<file path="src/rtl/fifo_wr_arbiter_if.sv">
// Requester-side handshake and FIFO write-port signals shared through the round-robin arbiter.
interface fifo_wr_arbiter_if #(
  parameter int NUM_REQ    = 3,
  parameter int DATA_WIDTH = 8
);
  localparam int ID_W = (NUM_REQ > 1) ? $clog2(NUM_REQ) : 1;

  logic [NUM_REQ-1:0]            req_valid;
  logic [NUM_REQ*DATA_WIDTH-1:0] req_data;
  logic [NUM_REQ-1:0]            req_last;
  logic [NUM_REQ-1:0]            req_ready;
  logic                          fifo_wr_en;
  logic [DATA_WIDTH-1:0]         fifo_wr_data;
  logic                          fifo_full;
  logic                          busy;
  logic [ID_W-1:0]               grant_id;

  modport master (
    output req_valid, req_data, req_last, fifo_full,
    input  req_ready, fifo_wr_en, fifo_wr_data, busy, grant_id
  );

  modport slave (
    input  req_valid, req_data, req_last, fifo_full,
    output req_ready, fifo_wr_en, fifo_wr_data, busy, grant_id
  );
endinterface

</file>
<file path="src/rtl/fifo_wr_arbiter.sv">
// Round-robin arbiter locking the transmit FIFO write port to one requester for a bounded burst.
//   state  | meaning
//   IDLE   | no owner; pick next requester after last_owner
//   LOCKED | owner streams bytes until last, burst limit or idle timeout
module fifo_wr_arbiter #(
  parameter int NUM_REQ      = 3,
  parameter int DATA_WIDTH   = 8,
  parameter int MAX_BURST    = 4,
  parameter int IDLE_TIMEOUT = 8
) (
  input  logic             clk,
  input  logic             reset,
  fifo_wr_arbiter_if.slave bus
);
  localparam int         ID_W      = (NUM_REQ > 1) ? $clog2(NUM_REQ) : 1;
  localparam logic [4:0] BURST_LIM = 5'(MAX_BURST);
  localparam logic [7:0] IDLE_LIM  = 8'(IDLE_TIMEOUT);

  typedef enum logic {IDLE, LOCKED} state_t;

  state_t                state, state_nxt;
  logic [ID_W-1:0]       owner, owner_nxt;
  logic [ID_W-1:0]       last_owner, last_owner_nxt;
  logic [4:0]            beat_cnt, beat_cnt_nxt;
  logic [7:0]            idle_cnt, idle_cnt_nxt;
  logic                  found;
  logic [ID_W-1:0]       pick;
  logic                  own_valid;
  logic                  own_last;
  logic [DATA_WIDTH-1:0] own_data;
  logic                  accept;

  // Search above last_owner first, then wrap to the low indices.
  always_comb begin
    found = 1'b0;
    pick  = '0;
    for (int i = 0; i < NUM_REQ; i++) begin
      if (!found && bus.req_valid[i] && (ID_W'(i) > last_owner)) begin
        found = 1'b1;
        pick  = ID_W'(i);
      end
    end
    for (int i = 0; i < NUM_REQ; i++) begin
      if (!found && bus.req_valid[i] && (ID_W'(i) <= last_owner)) begin
        found = 1'b1;
        pick  = ID_W'(i);
      end
    end
  end

  always_comb begin
    own_valid = 1'b0;
    own_last  = 1'b0;
    own_data  = '0;
    for (int i = 0; i < NUM_REQ; i++) begin
      if (ID_W'(i) == owner) begin
        own_valid = bus.req_valid[i];
        own_last  = bus.req_last[i];
        own_data  = bus.req_data[i*DATA_WIDTH +: DATA_WIDTH];
      end
    end
  end

  always_comb begin
    state_nxt        = state;
    owner_nxt        = owner;
    last_owner_nxt   = last_owner;
    beat_cnt_nxt     = beat_cnt;
    idle_cnt_nxt     = idle_cnt;
    accept           = 1'b0;
    bus.req_ready    = '0;
    bus.fifo_wr_en   = 1'b0;
    bus.fifo_wr_data = '0;
    case (state)
      IDLE: begin
        if (found) begin
          state_nxt    = LOCKED;
          owner_nxt    = pick;
          beat_cnt_nxt = '0;
          idle_cnt_nxt = '0;
        end
      end
      LOCKED: begin
        for (int i = 0; i < NUM_REQ; i++) begin
          bus.req_ready[i] = (ID_W'(i) == owner) && !bus.fifo_full;
        end
        accept           = own_valid && !bus.fifo_full;
        bus.fifo_wr_en   = accept;
        bus.fifo_wr_data = own_data;
        if (accept) begin
          beat_cnt_nxt = beat_cnt + 5'd1;
          idle_cnt_nxt = '0;
          if (own_last || (beat_cnt + 5'd1 == BURST_LIM)) begin
            state_nxt      = IDLE;
            last_owner_nxt = owner;
          end
        end else if (!own_valid && !bus.fifo_full) begin
          // A full FIFO is a stall, not owner inactivity, so it never advances the timeout.
          idle_cnt_nxt = idle_cnt + 8'd1;
          if (idle_cnt + 8'd1 == IDLE_LIM) begin
            state_nxt      = IDLE;
            last_owner_nxt = owner;
          end
        end
      end
      default: state_nxt = IDLE;
    endcase
  end

  always_ff @(posedge clk or posedge reset) begin
    if (reset) begin
      state      <= IDLE;
      owner      <= '0;
      last_owner <= ID_W'(NUM_REQ - 1);
      beat_cnt   <= '0;
      idle_cnt   <= '0;
    end else begin
      state      <= state_nxt;
      owner      <= owner_nxt;
      last_owner <= last_owner_nxt;
      beat_cnt   <= beat_cnt_nxt;
      idle_cnt   <= idle_cnt_nxt;
    end
  end

  assign bus.busy     = (state == LOCKED);
  assign bus.grant_id = owner;

endmodule

</file>
<file path="src/flat_wrapper.sv">
// flat-port wrapper written by rule: the top's interface ports become plain ports
module fifo_wr_arbiter_flat 
#(
  parameter int NUM_REQ      = 3,
  parameter int DATA_WIDTH   = 8,
  parameter int MAX_BURST    = 4,
  parameter int IDLE_TIMEOUT = 8
)
  (clk, reset, bus_req_valid, bus_req_data, bus_req_last, bus_fifo_full, bus_req_ready, bus_fifo_wr_en, bus_fifo_wr_data, bus_busy, bus_grant_id);
  fifo_wr_arbiter_if #(.NUM_REQ(NUM_REQ), .DATA_WIDTH(DATA_WIDTH)) bus_i ();
  input  logic clk;
  input  logic reset;
  input wire logic [$bits(bus_i.req_valid)-1:0] bus_req_valid;
  input wire logic [$bits(bus_i.req_data)-1:0] bus_req_data;
  input wire logic [$bits(bus_i.req_last)-1:0] bus_req_last;
  input wire logic [$bits(bus_i.fifo_full)-1:0] bus_fifo_full;
  output wire logic [$bits(bus_i.req_ready)-1:0] bus_req_ready;
  output wire logic [$bits(bus_i.fifo_wr_en)-1:0] bus_fifo_wr_en;
  output wire logic [$bits(bus_i.fifo_wr_data)-1:0] bus_fifo_wr_data;
  output wire logic [$bits(bus_i.busy)-1:0] bus_busy;
  output wire logic [$bits(bus_i.grant_id)-1:0] bus_grant_id;
  assign bus_i.req_valid = bus_req_valid;
  assign bus_i.req_data = bus_req_data;
  assign bus_i.req_last = bus_req_last;
  assign bus_i.fifo_full = bus_fifo_full;
  assign bus_req_ready = bus_i.req_ready;
  assign bus_fifo_wr_en = bus_i.fifo_wr_en;
  assign bus_fifo_wr_data = bus_i.fifo_wr_data;
  assign bus_busy = bus_i.busy;
  assign bus_grant_id = bus_i.grant_id;
  fifo_wr_arbiter #(.NUM_REQ(NUM_REQ), .DATA_WIDTH(DATA_WIDTH), .MAX_BURST(MAX_BURST), .IDLE_TIMEOUT(IDLE_TIMEOUT)) u_core (.clk(clk), .reset(reset), .bus(bus_i));
endmodule
</file>
<file path="config.mk">
export PLATFORM = sky130hd
export DESIGN_NAME = fifo_wr_arbiter_flat
export DESIGN_NICKNAME = d
export VERILOG_FILES = /design/src/rtl/fifo_wr_arbiter_if.sv /design/src/rtl/fifo_wr_arbiter.sv /design/src/flat_wrapper.sv
export SDC_FILE = /design/constraint.sdc
export NUM_CORES = 1
export LEC_CHECK = 0
export BUFFER_PORTS_ARGS = -buffer_cell sky130_fd_sc_hd__buf_2
export CORE_MARGIN = 1.5
export CORE_UTILIZATION = 49
export DETAILED_ROUTE_END_ITERATION = 10
export PLACE_DENSITY = 0.75
export SKIP_LAST_GASP = 1
export SLEW_MARGIN = 20
export SYNTH_ARGS = -nofsm -noshare
export SYNTH_HDL_FRONTEND = slang
export SYNTH_SLANG_ARGS = --single-unit
</file>
<file path="constraint.sdc">
create_clock -name clk -period 2.6 [get_ports clk]
set_clock_uncertainty 0.1 [all_clocks]
set_input_delay 0.65 -clock clk [delete_from_list [all_inputs] [get_ports clk]]
set_output_delay 0.65 -clock clk [all_outputs]
set_load 0.02 [all_outputs]
</file>
-- After elaboration in Yosys (flattened, before gate mapping)
Index checks and enable logic that the tools add are counted.
- register bits after elaboration: 18
- input port bits: 33
- output and inout port bits: 15
- word-level logic and storage cells: 93
- $add $sub $neg: 2
- magnitude comparators: 6
- eq/ne operators: 8
- multiplexer cells: 40
- bitwise gates (word level): 1
- reductions and logical operators: 31
- operators by type and width (cell ; number):
    8-bit two-way mux ; 7
    1-bit two-way mux ; 19
    1-bit logical AND ; 16
    2-bit two-way mux ; 8
    8-bit one-hot mux with 2 select lines ; 1
    5-bit two-way mux ; 2
    5-bit one-hot mux with 2 select lines ; 1
    8-bit by 1-bit adder with 8-bit output, second input constant ; 1
    8-bit by 4-bit == test with 1-bit output, second input constant ; 1
    1-bit zero test ; 7
    2-bit AND reduction ; 3
    5-bit by 1-bit adder with 5-bit output, second input constant ; 1
    5-bit by 3-bit == test with 1-bit output, second input constant ; 1
    1-bit by 2-bit greater-than comparator with 1-bit output, first input constant ; 2
    1-bit by 2-bit <= comparator with 1-bit output, first input constant ; 2
    2-bit != test, second input constant ; 2
    4-bit AND reduction ; 1
    2-bit nonzero test ; 2
    3-bit two-way mux ; 1
    3-bit != test, second input constant ; 1
    1-bit by 2-bit == test with 1-bit output, first input constant ; 1
    2-bit == test, first input constant ; 1
    2-bit greater-than comparator, first input constant ; 1
    2-bit <= comparator, first input constant ; 1
    5 further kinds ; 5

-- Longest topological paths before layout
Gate-level depths: netlist (run 1).
- depth after elaboration: 25
- mapped depth: 8

-- Worst setup path after synthesis (run 1)
No wires, ideal clock.
- kind: register -> output
- start point: register u_core.owner[0] (netlist: u_core.bus.grant_id[0])
- end point: output bus_req_ready[1]
- data arrival time: 1.573 ns
- required time: 1.850 ns
- path slack: 0.277 ns
- cell stages (with the launch flop): 4
- path through: dfrtp_1 buf_4 clkbuf_1 nor3b_1
- word-level cells in the longest chain between the ends: 3
- ends and longest elaborated chain (item ; RTL line ; source):
    from (decl) ; fifo_wr_arbiter.sv:22 ; logic [ID_W-1:0] owner, owner_nxt;
    from (signal assigned) ; fifo_wr_arbiter.sv:119 ; owner <= owner_nxt;
    1-bit by 2-bit == test with 1-bit output ; fifo_wr_arbiter.sv:85 ; bus.req_ready[i] = (ID_W'(i) == owner) && !bus.fifo_full;
    1-bit logical AND ; fifo_wr_arbiter.sv:85 ;
    3-bit two-way mux ; fifo_wr_arbiter.sv:74 ; case (state)
    to (decl) ; flat_wrapper.sv:17 ; output wire logic [$bits(bus_i.req_ready)-1:0] bus_req_ready;
Every way passes these cells.

-- Worst setup path after layout (run 1)
- start point: register u_core.owner[0] (netlist: u_core.bus.grant_id[0])
- end point: output bus_fifo_wr_data[4]
- word-level cells in the longest chain between the ends: 5
- elaborated cells on any way between the ends: 7
- ends and longest elaborated chain (item ; RTL line ; source):
    2-bit zero test ; fifo_wr_arbiter.sv:56 ; if (ID_W'(i) == owner) begin
    8-bit two-way mux (2 in a row) ; fifo_wr_arbiter.sv:56 ;
    8-bit two-way mux (*) ; fifo_wr_arbiter.sv:56 ;
    8-bit two-way mux (*) ; fifo_wr_arbiter.sv:74 ;
    to (decl) ; flat_wrapper.sv:19 ; output wire logic [$bits(bus_i.fifo_wr_data)-1:0] bus_fifo_wr_data;
Mark *: on every way between the ends. The rest lies on a longest branch, timed or not.

==> run_results.csv, run 1 <==
group,metric,value,unit
place,port_buffers,47,
place,dpl.hpwl,2.48,mm
worst_setup_path,path_common_cell,"nor2_1",
yosys,yosysSeqAreaShare,34.9,%
place,place_area,0.00158,mm2
die,die_y,54.4,um
yosys,synth_edf_count,0,
worst_setup_path,crit_type,"reg2out",
finish,seq_area,453,um2
yosys,synth_area_per_cell,8.14,um2
global_route,grt_max_degree,19,
finish,drive_gt1_share,31.1,%
drt,viasPerCell,5.52,
clock_network,cts_buffers,3,
drt,via_count,1320,
drt,totalWireLength,3.21,mm
timing,finalCritPeriodShare,92.0,%
timing,slew_violations,0,
timing,setup_viol,0,
yosys,synthDistinctLibCells,41,
status,status,"completed",
worst_setup_path,crit_fanout,9,
clock_network,cts_tree,"done",
timing,max-slew-margin-rel,53.7,%
worst_setup_path,crit_path_start_kind,"register",
finish,syn_to_final_growth,25.0,%
clock_network,insertion_delay,0.31,ns
power,ir_drop,0.000645,V
yosys,yosysTopAreaCell,"dfrtp_1",
place,placed_cells,235,
clock_network,htreeDepth,1,
yosys,synth.net_count,195,
die,fp.dieArea,0.00296,mm2
yosys,ys_ff_latch,18,
global_route,grt_pass1_vias,1264,
drt,drtIter0Drc,5,
die,initial_core_util,52.2,%
worst_setup_path,reg2reg_slack,0.56,ns
power,p_leak,0.797,nW
global_route,grt_pass1_wl,5.42,mm
power,p_per_area,911,mW/mm2
worst_hold_path,hold_path_class,"in2async",
clock_network,post_cts_buffers,0,
clock_network,cts_root_buf,"clkbuf_4",
worst_setup_path,reg2reg_depth,6,
yosys,ys_async_sr_fraction,100,%
yosys,syn_inst,159,
timing,rsz0062_at_grt,"no",
worst_setup_path,crit_path_end_kind,"primary output",
yosys,synthFlopType,"dfrtp_1",
timing,period_minus_slack,2.39,ns
worst_setup_path,crit_required,1.85,ns
drt,antenna_left,0,
finish,final_cell_area,0.00162,mm2
global_route,antenna_found_initial,0,
drt,dr.pass1.iters,4,
finish,fin_cells,239,
finish,multiInputGateArea,792,um2
clock_network,clock_path_buffers,2,
yosys,synthTopCellsByArea,"dfrtp_1, mux2i_1, nor2_1, nand2_1, o21ai_1",
worst_setup_path,cp_slowest_cell,"dfrtp_2",
die,num_rows,18,
finish,nNetsFinal,246,
worst_setup_path,slowest_delay,0.49,ns
drt,drcViolationCount,0,
clock_network,clk_pin_slew,0.11,ns
global_route,overflow,0,
yosys,ys_warn_count,0,
finish,diodes,0,
global_route,grt_usage,25.3,%
timing,hold_viol,0,
yosys,yosysMostFrequentCell,"nor2_1",
die,ios,48,
worst_setup_path,arrival,1.64,ns
yosys,synth_top_area_share,32.9,%
die,coreArea,0.00248,mm2
power,power.total,1.47,mW
timing,fin_tns_setup,0,ns
die,die_w,54.4,um
drt,wl_per_cell,13.4,um
clock_network,cts.sinks,18,
timing,fmax,418,MHz
worst_setup_path,path_cells,"buf_4 -> mux2i_1 -> nor2_1 -> a21oi_1 -> nor2_1 -> buf_2",
yosys,syn_area,0.00129,mm2
timing,worst_pin_slew,0.693,ns
finish,n_fill_cell,221,
job,max_cap_violations,0,
yosys,synth_common_cells,"nor2_1, nand2_1, dfrtp_1, o21ai_1",
place,gp_congestion,0.872,
[worst paths after layout]
kind / startpoint / endpoint
worst min-delay path: reset / u_core.idle_cnt[3]
max in group asynchronous: reset / u_core.bus.grant_id[0]
worst max-delay path: u_core.bus.grant_id[0] / bus_fifo_wr_data[4]
worst max register to register: u_core.idle_cnt[0] / u_core.last_owner[0]
worst min register to register: u_core.beat_cnt[0] / u_core.beat_cnt[0]
min in group clk: u_core.beat_cnt[0] / u_core.beat_cnt[0]
[cell type report]
cell class                      count  share of cell area [%]
Inverter                            5                    1.16
Tap cell                           30                    2.32
Sequential cell                    18                    28.0
Timing Repair Buffer               53                    17.3
Multi-Input combinational cell    129                    49.0
Clock buffer                        4                    2.24
[routing by layer]
layer	GRT usage (%)	vias to the layer above	wire length [um]
li1	-	673	-
met2	46.4	39	1670
met3	4.64	8	137
met5	0	-	0
met4	10.0	0	70
met1	28.7	600	1330
[metrics by stage]
stage               util, %  setup slack (ns)  hold slack, ns
floorplan                 -             0.277           0.349
global placement       63.8             0.370           0.366
detailed placement     63.8             0.321           0.406
CTS                    65.3            0.0767           0.341
global route           65.3            0.0633           0.358
finish                 65.3             0.208           0.320
[critical path: cells and delay by family, from the launching register on]
| kind | cells | cell delay, ns |
|---|---|---|
| buffers and inverters | 2 | 0.39 |
| flip-flops | 1 | 0.49 |
| multiplexers | 1 | 0.21 |
| AO/OA/AOI/OAI | 1 | 0.12 |
| AND/OR/NAND/NOR | 2 | 0.11 |
[cell families after synthesis]
logic type	after synthesis	share of synthesized area [%]
buffers and inverters	12	3.87
adders and majority gates	3	2.90
and+or+nand+nor	71	26.7
xor gates and xnor gates	1	0.677
muxes	12	9.48
DFF	18	34.9
AOI/OAI and AO/OA	42	21.5
[flip-flops by register name (all words and copies together), names as in the netlist]
| name | count |
|---|---|
| u_core.beat_cnt | 5 |
| u_core.last_owner | 2 |
| u_core.bus.busy | 1 |
| u_core.bus.grant_id | 2 |
| u_core.idle_cnt | 8 |
[what timing repair did]
item,CTS,global route
gates resized for setup,0,1
hold buffers,0,0
endpoints found under the setup margin,0,6
[power breakdown]
part,switching (mW),internal (mW),leakage [nW],total [mW]
combinational,0.520,0.338,0.541,0.858
clock,0.0993,0.0858,0.0210,0.185
sequential,0.0830,0.347,0.235,0.430
total,0.702,0.771,0.797,1.47
[placed cells by master, fill, tap and decap left out, types with 2 or more instances in the layout]
master / count
nand2_1: 19
o21ai_1: 13
clkbuf_4: 3
o21ai_2: 2
buf_2: 47
nor3b_1: 2
o31ai_1: 4
nand2b_1: 3
buf_4: 6
mux2i_1: 10
o22ai_1: 2
a21oi_1: 10
nor2b_1: 5
nand3b_1: 3
nor4b_1: 3
nand3_1: 8
nor2_1: 22
inv_1: 4
mux2_1: 2
ha_1: 3
dfrtp_1: 16
Note: power is estimated with default switching activity, not from simulation.
==> inputs of run 2 (changes only) <==
PLACE_DENSITY = 0.79   (was 0.75)
==> run_results.csv, run 2 (synthesized netlist as in run 1, its figures left out) <==
group,metric,value,unit
finish,diodes,0,
timing,max-slew-margin-rel,55.8,%
clock_network,postCtsHoldBufs,0,
global_route,grt_pass1_vias,1262,
status,status,"completed",
finish,largestRegisters,"u_core.idle_cnt x8, u_core.beat_cnt x5",
clock_network,cts_buffers,3,
finish,largest_register_ffs,8,
timing,finalCritPeriodShare,90.6,%
drt,viasPerCell,5.81,
clock_network,cts_root_buf,"clkbuf_4",
clock_network,clk_pin_slew,0.10,ns
drt,drcViolationCount,0,
clock_network,cts.repair.resized,0,
timing,fin_ws,0.245,ns
place,dpl.hpwl,2.58,mm
drt,antenna_left,0,
worst_setup_path,path_cells,"mux2i_1 -> o21ai_2 -> nand3b_1 -> inv_2 -> buf_2",
drt,drtIter0Drc,25,
finish,syn_to_final_growth,25.0,%
timing,rsz0062_at_grt,"no",
drt,via_count,1389,
power,p_leak,0.797,nW
die,fp.dieArea,0.00296,mm2
die,num_rows,18,
clock_network,post_cts_buffers,0,
drt,totalWireLength,3.19,mm
finish,nNetsFinal,246,
drt,wl_per_cell,13.4,um
clock_network,cts.sinks,18,
worst_setup_path,reg2reg_depth,6,
worst_setup_path,crit_path_end_kind,"primary output",
timing,worst_pin_slew,0.662,ns
worst_setup_path,critPathTopFamily,"flip-flops",
die,ios,48,
power,ir_drop,0.000714,V
worst_setup_path,crit_required,1.85,ns
die,die_y,54.4,um
timing,period_minus_slack,2.36,ns
worst_setup_path,crit_path_start_kind,"register",
job,max_cap_violations,0,
clock_network,clock_path_buffers,2,
finish,drive_gt1_share,31.1,%
timing,setup_viol,0,
power,p_per_area,908,mW/mm2
drt,dr.pass1.iters,4,
finish,regMostFlops,"u_core.idle_cnt",
worst_setup_path,cp_num_buf_inv,2,
timing,fin_tns_setup,0,ns
place,port_buffers,47,
timing,fmax,425,MHz
timing,slew_violations,0,
finish,layout_common_cells,"buf_2, nor2_1, nand2_1, dfrtp_1, o21ai_1",
clock_network,htreeDepth,1,
place,gp_congestion,0.887,
global_route,grt_max_degree,19,
worst_setup_path,slowest_delay,0.49,ns
clock_network,insertion_delay,0.30,ns
global_route,overflow,0,
die,initial_core_util,52.2,%
die,coreArea,0.00248,mm2
worst_setup_path,crit_fanout,9,
global_route,antenna_found_initial,0,
timing,hold_viol,0,
worst_setup_path,crit_type,"reg2out",
global_route,grt_pass1_wl,5.05,mm
worst_setup_path,cp_slowest_cell,"dfrtp_2",
clock_network,cts_tree,"done",
finish,final_common_cell,"buf_2",
global_route,grt_usage,23.3,%
place,dpl_worst_slack,0.322,ns
worst_hold_path,hold_path_class,"in2async",
worst_setup_path,path_depth,5,
power,power.total,1.47,mW
die,die_w,54.4,um
worst_setup_path,arrival,1.61,ns
==> run 2: power breakdown <==
| part | switching [mW] | internal, mW | total (mW) |
|---|---|---|---|
| Combinational | 0.521 | 0.339 | 0.860 |
| Clock | 0.0908 | 0.0855 | 0.176 |
| Sequential | 0.0854 | 0.347 | 0.433 |
| Total | 0.697 | 0.772 | 1.47 |
==> run 2: worst register-to-register path, stage by stage (launching register included) <==
cell	delay (ns)
dfrtp_1	0.45
ha_1	0.29
nand2_1	0.16
nor4_1	0.07
o311a_1	0.39
o21ai_2	0.17
mux2_1	0.33
==> run 2: area by class of cell <==
class | count | area, um2
clock buffer | 4 | 36.3
fill | 224 | 860
inverter | 5 | 18.8
multi-input combinational | 129 | 792
sequential | 18 | 453
tap | 30 | 37.5
timing repair buffer | 53 | 280
==> run 2: per-stage QoR <==
step	cells	area [um2]	utilization, %	hold WS, ns
after floorplan	159	1290	-	0.349
after global placement	235	1580	63.8	0.367
after detailed placement	235	1580	63.8	0.377
after CTS	239	1620	65.3	0.345
after global routing	239	1620	65.3	0.386
final	239	1620	65.3	0.327
==> run 2: worst paths after layout <==
path | from | end | slack (ns)
max | u_core.bus.grant_id[0] | bus_fifo_wr_en | 0.24
min | reset | u_core.beat_cnt[3] | 0.33
max reg2reg | u_core.idle_cnt[0] | u_core.last_owner[0] | 0.54
min reg2reg | u_core.beat_cnt[4] | u_core.beat_cnt[4] | 0.39
max in group asynchronous | reset | u_core.bus.grant_id[0] | 1.61
min in group clk | u_core.beat_cnt[4] | u_core.beat_cnt[4] | 0.39
==> run 2: per-layer routing <==
layer  track usage, %  up-vias  wire length, um
met5                0        -                0
met4             7.50        0               31
met3             3.28        3              146
met2             45.8       48             1670
met1             25.0      669             1340
li1                 -      669                -
